File: config.mk
export PLATFORM = sky130hd
export DESIGN_NAME = dm_load_sequencer
export DESIGN_NICKNAME = d
export VERILOG_FILES = /design/src/rtl/dm_pkg.sv /design/src/rtl/load_align_extend.sv /design/src/rtl/dm_load_sequencer.sv
export SDC_FILE = /design/constraint.sdc
export NUM_CORES = 1
export LEC_CHECK = 0
export ABC_AREA = 1
export BUFFER_PORTS_ARGS = -buffer_cell sky130_fd_sc_hd__buf_2
export CORE_MARGIN = 4
export CORE_UTILIZATION = 50
export CTS_CLUSTER_SIZE = 40
export DETAILED_ROUTE_END_ITERATION = 10
export PLACE_DENSITY_LB_ADDON = 0.05
export SYNTH_ARGS = -nofsm -noshare
export SYNTH_HDL_FRONTEND = slang
export SYNTH_HIERARCHICAL = 1
export SYNTH_SLANG_ARGS = --single-unit
File: constraint.sdc
create_clock -name clk -period 2.3 [get_ports clk]
set_input_delay 0.345 -clock clk [delete_from_list [all_inputs] [get_ports clk]]
set_output_delay 0.345 -clock clk [all_outputs]
set_load 0.02 [all_outputs]
File: src/rtl/dm_pkg.sv
// Shared types and helpers for the data-memory load sequencer: load funct3 codes,
// FSM state encoding and the word-crossing (split) detector.
package dm_pkg;

    typedef enum logic [2:0] {
        ST_IDLE = 3'd0,
        ST_RD0  = 3'd1,
        ST_RD1  = 3'd2,
        ST_CAP  = 3'd3,
        ST_RESP = 3'd4
    } dm_state_t;

    localparam logic [2:0] F3_LB  = 3'b000;
    localparam logic [2:0] F3_LH  = 3'b001;
    localparam logic [2:0] F3_LW  = 3'b010;
    localparam logic [2:0] F3_LBU = 3'b100;
    localparam logic [2:0] F3_LHU = 3'b101;

    function automatic logic funct3_legal(input logic [2:0] f3);
        return (f3 == F3_LB) || (f3 == F3_LH) || (f3 == F3_LW) ||
               (f3 == F3_LBU) || (f3 == F3_LHU);
    endfunction

    // True when the access touches bytes of the following word.
    function automatic logic split_needed(input logic [2:0] f3, input logic [1:0] off);
        return ((f3 == F3_LW) && (off != 2'd0)) ||
               (((f3 == F3_LH) || (f3 == F3_LHU)) && (off == 2'd3));
    endfunction

endpackage

File: src/rtl/load_align_extend.sv
// Byte selection, little-endian assembly and sign/zero extension of a load,
// taken from a 64-bit window whose byte j sits at bits [63-8j -: 8].
module load_align_extend
    import dm_pkg::*;
(
    input  logic [63:0] window,
    input  logic [1:0]  offset,
    input  logic [2:0]  funct3,
    output logic [31:0] result
);

    logic [7:0] byte_sel [4];

    for (genvar gi = 0; gi < 4; gi++) begin : g_byte
        logic [2:0] idx;
        assign idx = {1'b0, offset} + 3'(gi);
        assign byte_sel[gi] = window[8*(7-idx) +: 8];
    end

    always_comb begin
        result = '0;
        case (funct3)
            F3_LB:   result = {{24{byte_sel[0][7]}}, byte_sel[0]};
            F3_LH:   result = {{16{byte_sel[1][7]}}, byte_sel[1], byte_sel[0]};
            F3_LW:   result = {byte_sel[3], byte_sel[2], byte_sel[1], byte_sel[0]};
            F3_LBU:  result = {24'h0, byte_sel[0]};
            F3_LHU:  result = {16'h0, byte_sel[1], byte_sel[0]};
            default: result = '0;
        endcase
    end

endmodule

File: src/rtl/dm_load_sequencer.sv
// Load sequencer between the core load port and a synchronous BRAM data memory.
// Define DM_MISALIGNED_SPLIT_EN to service word-crossing loads with two reads.
module dm_load_sequencer
    import dm_pkg::*;
#(
    parameter int ADDR_W = 10
) (
    input  logic              clk,
    input  logic              nrst,
    input  logic              req_valid,
    output logic              req_ready,
    input  logic [31:0]       req_addr,
    input  logic [2:0]        req_funct3,
    output logic              mem_rd_en,
    output logic [ADDR_W-1:0] mem_addr,
    input  logic [31:0]       mem_rdata,
    output logic              rsp_valid,
    input  logic              rsp_ready,
    output logic [31:0]       rsp_data,
    output logic              rsp_err,
    output logic              busy
);

    dm_state_t         state_reg, state_next;
    logic [ADDR_W-1:0] word_addr_reg;
    logic [1:0]        offset_reg;
    logic [2:0]        funct3_reg;
    logic [31:0]       rsp_data_reg;
    logic              rsp_err_reg;
    logic              req_err;
    logic              accept;
    logic [63:0]       window;
    logic [31:0]       load_result;
    logic              unused_addr_bits;

    assign unused_addr_bits = ^req_addr[31:ADDR_W+2];

`ifdef DM_MISALIGNED_SPLIT_EN
    logic [31:0] lo_word_reg;
    logic        split;

    assign split   = split_needed(funct3_reg, offset_reg);
    assign req_err = !funct3_legal(req_funct3);
    assign window  = split ? {lo_word_reg, mem_rdata} : {mem_rdata, 32'h0};
`else
    // Without the two-read path a word-crossing load is rejected up front.
    assign req_err = !funct3_legal(req_funct3) || split_needed(req_funct3, req_addr[1:0]);
    assign window  = {mem_rdata, 32'h0};
`endif

    assign accept = (state_reg == ST_IDLE) && req_valid;

    load_align_extend u_align (
        .window (window),
        .offset (offset_reg),
        .funct3 (funct3_reg),
        .result (load_result)
    );

    always_comb begin
        state_next = state_reg;
        req_ready  = 1'b0;
        mem_rd_en  = 1'b0;
        mem_addr   = '0;
        rsp_valid  = 1'b0;
        case (state_reg)
            ST_IDLE: begin
                req_ready = 1'b1;
                if (req_valid) state_next = req_err ? ST_RESP : ST_RD0;
            end
            ST_RD0: begin
                mem_rd_en = 1'b1;
                mem_addr  = word_addr_reg;
`ifdef DM_MISALIGNED_SPLIT_EN
                state_next = split ? ST_RD1 : ST_CAP;
`else
                state_next = ST_CAP;
`endif
            end
`ifdef DM_MISALIGNED_SPLIT_EN
            ST_RD1: begin
                mem_rd_en  = 1'b1;
                mem_addr   = word_addr_reg + ADDR_W'(1);
                state_next = ST_CAP;
            end
`endif
            ST_CAP:  state_next = ST_RESP;
            ST_RESP: begin
                rsp_valid = 1'b1;
                if (rsp_ready) state_next = ST_IDLE;
            end
            default: state_next = ST_IDLE;
        endcase
    end

    always_ff @(posedge clk or negedge nrst) begin
        if (!nrst) begin
            state_reg     <= ST_IDLE;
            word_addr_reg <= '0;
            offset_reg    <= '0;
            funct3_reg    <= '0;
            rsp_data_reg  <= '0;
            rsp_err_reg   <= 1'b0;
        end else begin
            state_reg <= state_next;
            if (accept) begin
                word_addr_reg <= req_addr[ADDR_W+1:2];
                offset_reg    <= req_addr[1:0];
                funct3_reg    <= req_funct3;
                rsp_data_reg  <= '0;
                rsp_err_reg   <= req_err;
            end
            if (state_reg == ST_CAP) rsp_data_reg <= load_result;
        end
    end

`ifdef DM_MISALIGNED_SPLIT_EN
    // The first word returns during RD1 while the second read is in flight.
    always_ff @(posedge clk or negedge nrst) begin
        if (!nrst) lo_word_reg <= '0;
        else if (state_reg == ST_RD1) lo_word_reg <= mem_rdata;
    end
`endif

    assign rsp_data = rsp_data_reg;
    assign rsp_err  = rsp_err_reg;
    assign busy     = (state_reg != ST_IDLE);

endmodule

==> summary.txt <==
Global routing
  – Global-route wire length before repair: 17.0 mm
  – Maximum number of pins on one net before global-route repair: 61
  – Number of antenna violations at the first check in global routing: 0
  – Global-route usage over all layers: 23.1%
  – GRT Residual Overflow: 0
  – Vias in the first global route: 3956

Cells and area
  – Post-Layout Cell Count: 828
  – Number of flip-flops under the largest register name: 32
  – Final cell utilization of the core: 61.6%
  – Number of fill cells in the layout: 731
  – Register cell area after layout: 1280 um^2
  – Area of combinational cells with multiple inputs: 2350 um^2
  – Count of antenna diodes in the layout: 0
  – Fraction of layout cells with a size suffix above 1: 19.6%
  – Nets: 802
  – Relative area change from synthesis to final layout: 16.9%

CTS
  – # clock sinks: 51
  – Clock latency reported for the late side of the worst-skew pair: 0.30 ns
  – Clock-pin slew on the worst setup and hold paths: 0.09 ns
  – Clock tree from TritonCTS: yes
  – Total clock buffers created by CTS: 5
  – Number of buffers on the longest clock path: 2
  – Number of H-tree branching levels: 2
  – Post-CTS setup buffer count: 0
  – Post-cts sizing count: 0
  – Clock root buffer: clkbuf_8

Timing
  – Worst clock skew on the final layout: 0.00769 ns
  – Minimum setup slack in the final design: 0.196 ns
  – Fin crit period: 2.10 ns
  – Max-slew headroom at the worst pin: 55.0%
  – Actual transition at the worst max-transition pin: 0.675 ns
  – Maximum operating frequency: 0.475 GHz
  – Count of endpoints failing hold in the final timing report: 0
  – Final setup violation count: 0
  – RSZ-0062 raised after global routing: no
  – Count of pins over their slew limit: 0
  – Fin Setup TNS: 0 ns
  – Period utilisation layout: 91.5%

Routing
  – Vias per Instance: 5.16
  – Detail Route Antenna Nets: 0
  – Post-detailed-route wirelength per cell: 12.9 um
  – Detailed Routing Iterations Pass 1: 4
  – DRT iter0 DRCs: 280
  – Number of DRC violations after detailed routing: 0
  – Total wirelength of the detailed-routed design: 10.7 mm
  – Total via count in the routed design: 4276

Synthesis
  – Share of the synthesized area in compound gates (AO/OA/AOI/OAI): 7.76%
  – Mux cell area share after synthesis: 0%
  – Mapped Avg Cell Area: 6.46 um^2
  – Number of library cell types mapped by synthesis: 29
  – Dominant synthesized flop cell: dfrtp_1
  – Register bit count reported by yosys: 51
  – Ys Warns: 6
  – Async set-reset flop share out of synthesis: 100%
  – Number of instances in the synthesized netlist: 604
  – Adder-cell share of the synthesized area: 0.641%
  – Dominant combinational cell family by area after synthesis: simple AND/OR/NAND/NOR gates
  – XOR/XNOR Fraction of Synth Area: 0%
  – Post-synth EDFFs: 0
  – Sequential share of the synthesized area: 32.7%
  – Simple-gate portion of the synthesized area: 47.2%
  – Total standard cell area after synthesis: 3900 um^2

Floorplanning
  – Core Rows: 31
  – Initial standard-cell utilization of the core: 52.7%
  – CORE AREA: 7410 um^2
  – Number of placed I/O pins: 118
  – Die outline width: 96.3 um
  – Die Y-Extent: 96.3 um
  – Die area: 9280 um^2

Worst setup path
  – Delay of the slowest critical-path stage: 0.44 ns
  – Internal reg-to-reg setup slack: 0.20 ns
  – Cell depth of the worst setup path: 11
  – Maximum fanout along the worst path: 26
  – Number of buffer and inverter stages on the critical path: 3
  – Critical path startpoint category: register
  – Reg-to-reg critical path startpoint: offset_reg[0]
  – Crit-path most repeated cell: nand2_1
  – Required time at the endpoint of the critical path: 2.50 ns
  – Setup CP Type: reg2reg
  – CP delay by family, top: simple AND/OR/NAND/NOR gates
  – Capture instance of the worst register-to-register path: rsp_data[29]
  – Cell depth of the worst flop-to-flop path: 11
  – CP endpoint kind: register
  – Crit path cell chain: inv_6, ha_1, inv_2, buf_4, nand3_1, nand3_1, nand2_1, nand2_1, nand3_1, nand2_1, nand2_1
  – Data arrival at the endpoint of the critical path: 2.30 ns
  – Crit path max-delay cell type: dfrtp_2

Worst hold path
  – Hold Crit Class: in2reg
  – Hold path endpoint: word_addr_reg[2]
  – Cells on Worst Hold Path: 3
  – Startpoint of the tightest hold check path: req_addr[4]

Place
  – # port buffers: 97
  – DP Wirelength: 8.03 mm
  – Routability Congestion: 0.969
  – Pre-CTS setup slack: 0.239 ns
  – Placed Cells: 820

Run status
  – Outcome: completed

Pwr
  – VDD IR max: 462 uV
  – Total power per unit cell area: 1380 nW/um^2
  – Static Leakage: 2.74 nW
  – Power after layout: 0.00632 W

Flow run
  – Max cap viols: 0
report_power, final:
group / internal, W / switching [W] / leakage [nW]
combinational: 0.00144 / 0.00301 / 2.03
clock: 0.000209 / 0.000289 / 0.0440
sequential: 0.00121 / 0.000159 / 0.664
cells in the final DEF, fill, tap and decap left out, types with 6 or more instances in the layout:
master and n:
nand2_1 227, nand3_1 153, buf_2 97, dfrtp_1 50, conb_1 48, nor2_1 43
inv_1 25, o21ai_0 17, buf_4 12, a21oi_2 10, o21ai_1 8, a21oi_1 6
metrics by stage:
step	cell area, um^2	hold slack (ns)
after global placement	4470	0.264
after CTS	4560	0.271
final	4560	0.276
after global routing	4560	0.275
after detailed placement	4470	0.277
after floorplan	4080	0.0494
routing by layer:
layer	vias to the layer above	routed length [um]	track usage [%]
met2	144	5070	39.3
met1	1943	4560	29.9
met5	-	0	0
li1	2167	-	-
met4	0	303	9.00
met3	22	734	2.81
repair_timing:
item	CTS	global route
hold endpoints to repair	13	0
setup endpoints to repair	0	0
hold buffers	1	0
logic make-up after synthesis:
logic type      Yosys count
compound gates           48
simple gates            431
other cells               1
flops                    51
fa+ha+maj                 2
buf+inv                  71
how the worst max path moves through the flow:
stage / to / startpoint
after floorplan: rsp_data[25] / offset_reg[0]
after global placement: rsp_data[29] / offset_reg[0]
after detailed placement: rsp_data[26] / offset_reg[0]
after CTS: rsp_data[26] / offset_reg[0]
after global routing: rsp_data[26] / offset_reg[0]
final: rsp_data[29] / offset_reg[0]
synth_stat cells, types with 2 or more instances:
cell type	count	area share (%)
nand2_2	2	0.32
o21ai_1	8	1.0
buf_2	11	1.4
clkbuf_1	4	0.38
a31o_2	3	0.67
nand2_1	227	22
nor2_1	43	4.1
buf_6	17	4.9
buf_4	7	1.3
a311oi_1	2	0.45
nor2_2	2	0.32
nand3_1	153	20
a21oi_2	10	2.2
ha_1	2	0.64
a21oi_1	6	0.77
dfrtp_1	51	33
inv_1	25	2.4
inv_2	4	0.38
o21ai_0	17	2.2
layout make-up:
type | count | share of cell area, %
inverter | 31 | 2.72
clock buffer | 5 | 1.51
timing repair buffer | 111 | 13.3
multi-input combinational | 529 | 51.5
sequential | 51 | 28.0
clock inverter | 2 | 0.302
tap | 99 | 2.72
worst min-delay path, delay by kind of cell:
family	cells	cell delay, ns
AOI/OAI and AO/OA	1	0.08
buffers and inverters	1	0.07
and+or+nand+nor	1	0.04
Power figures use the tool's default switching activity.
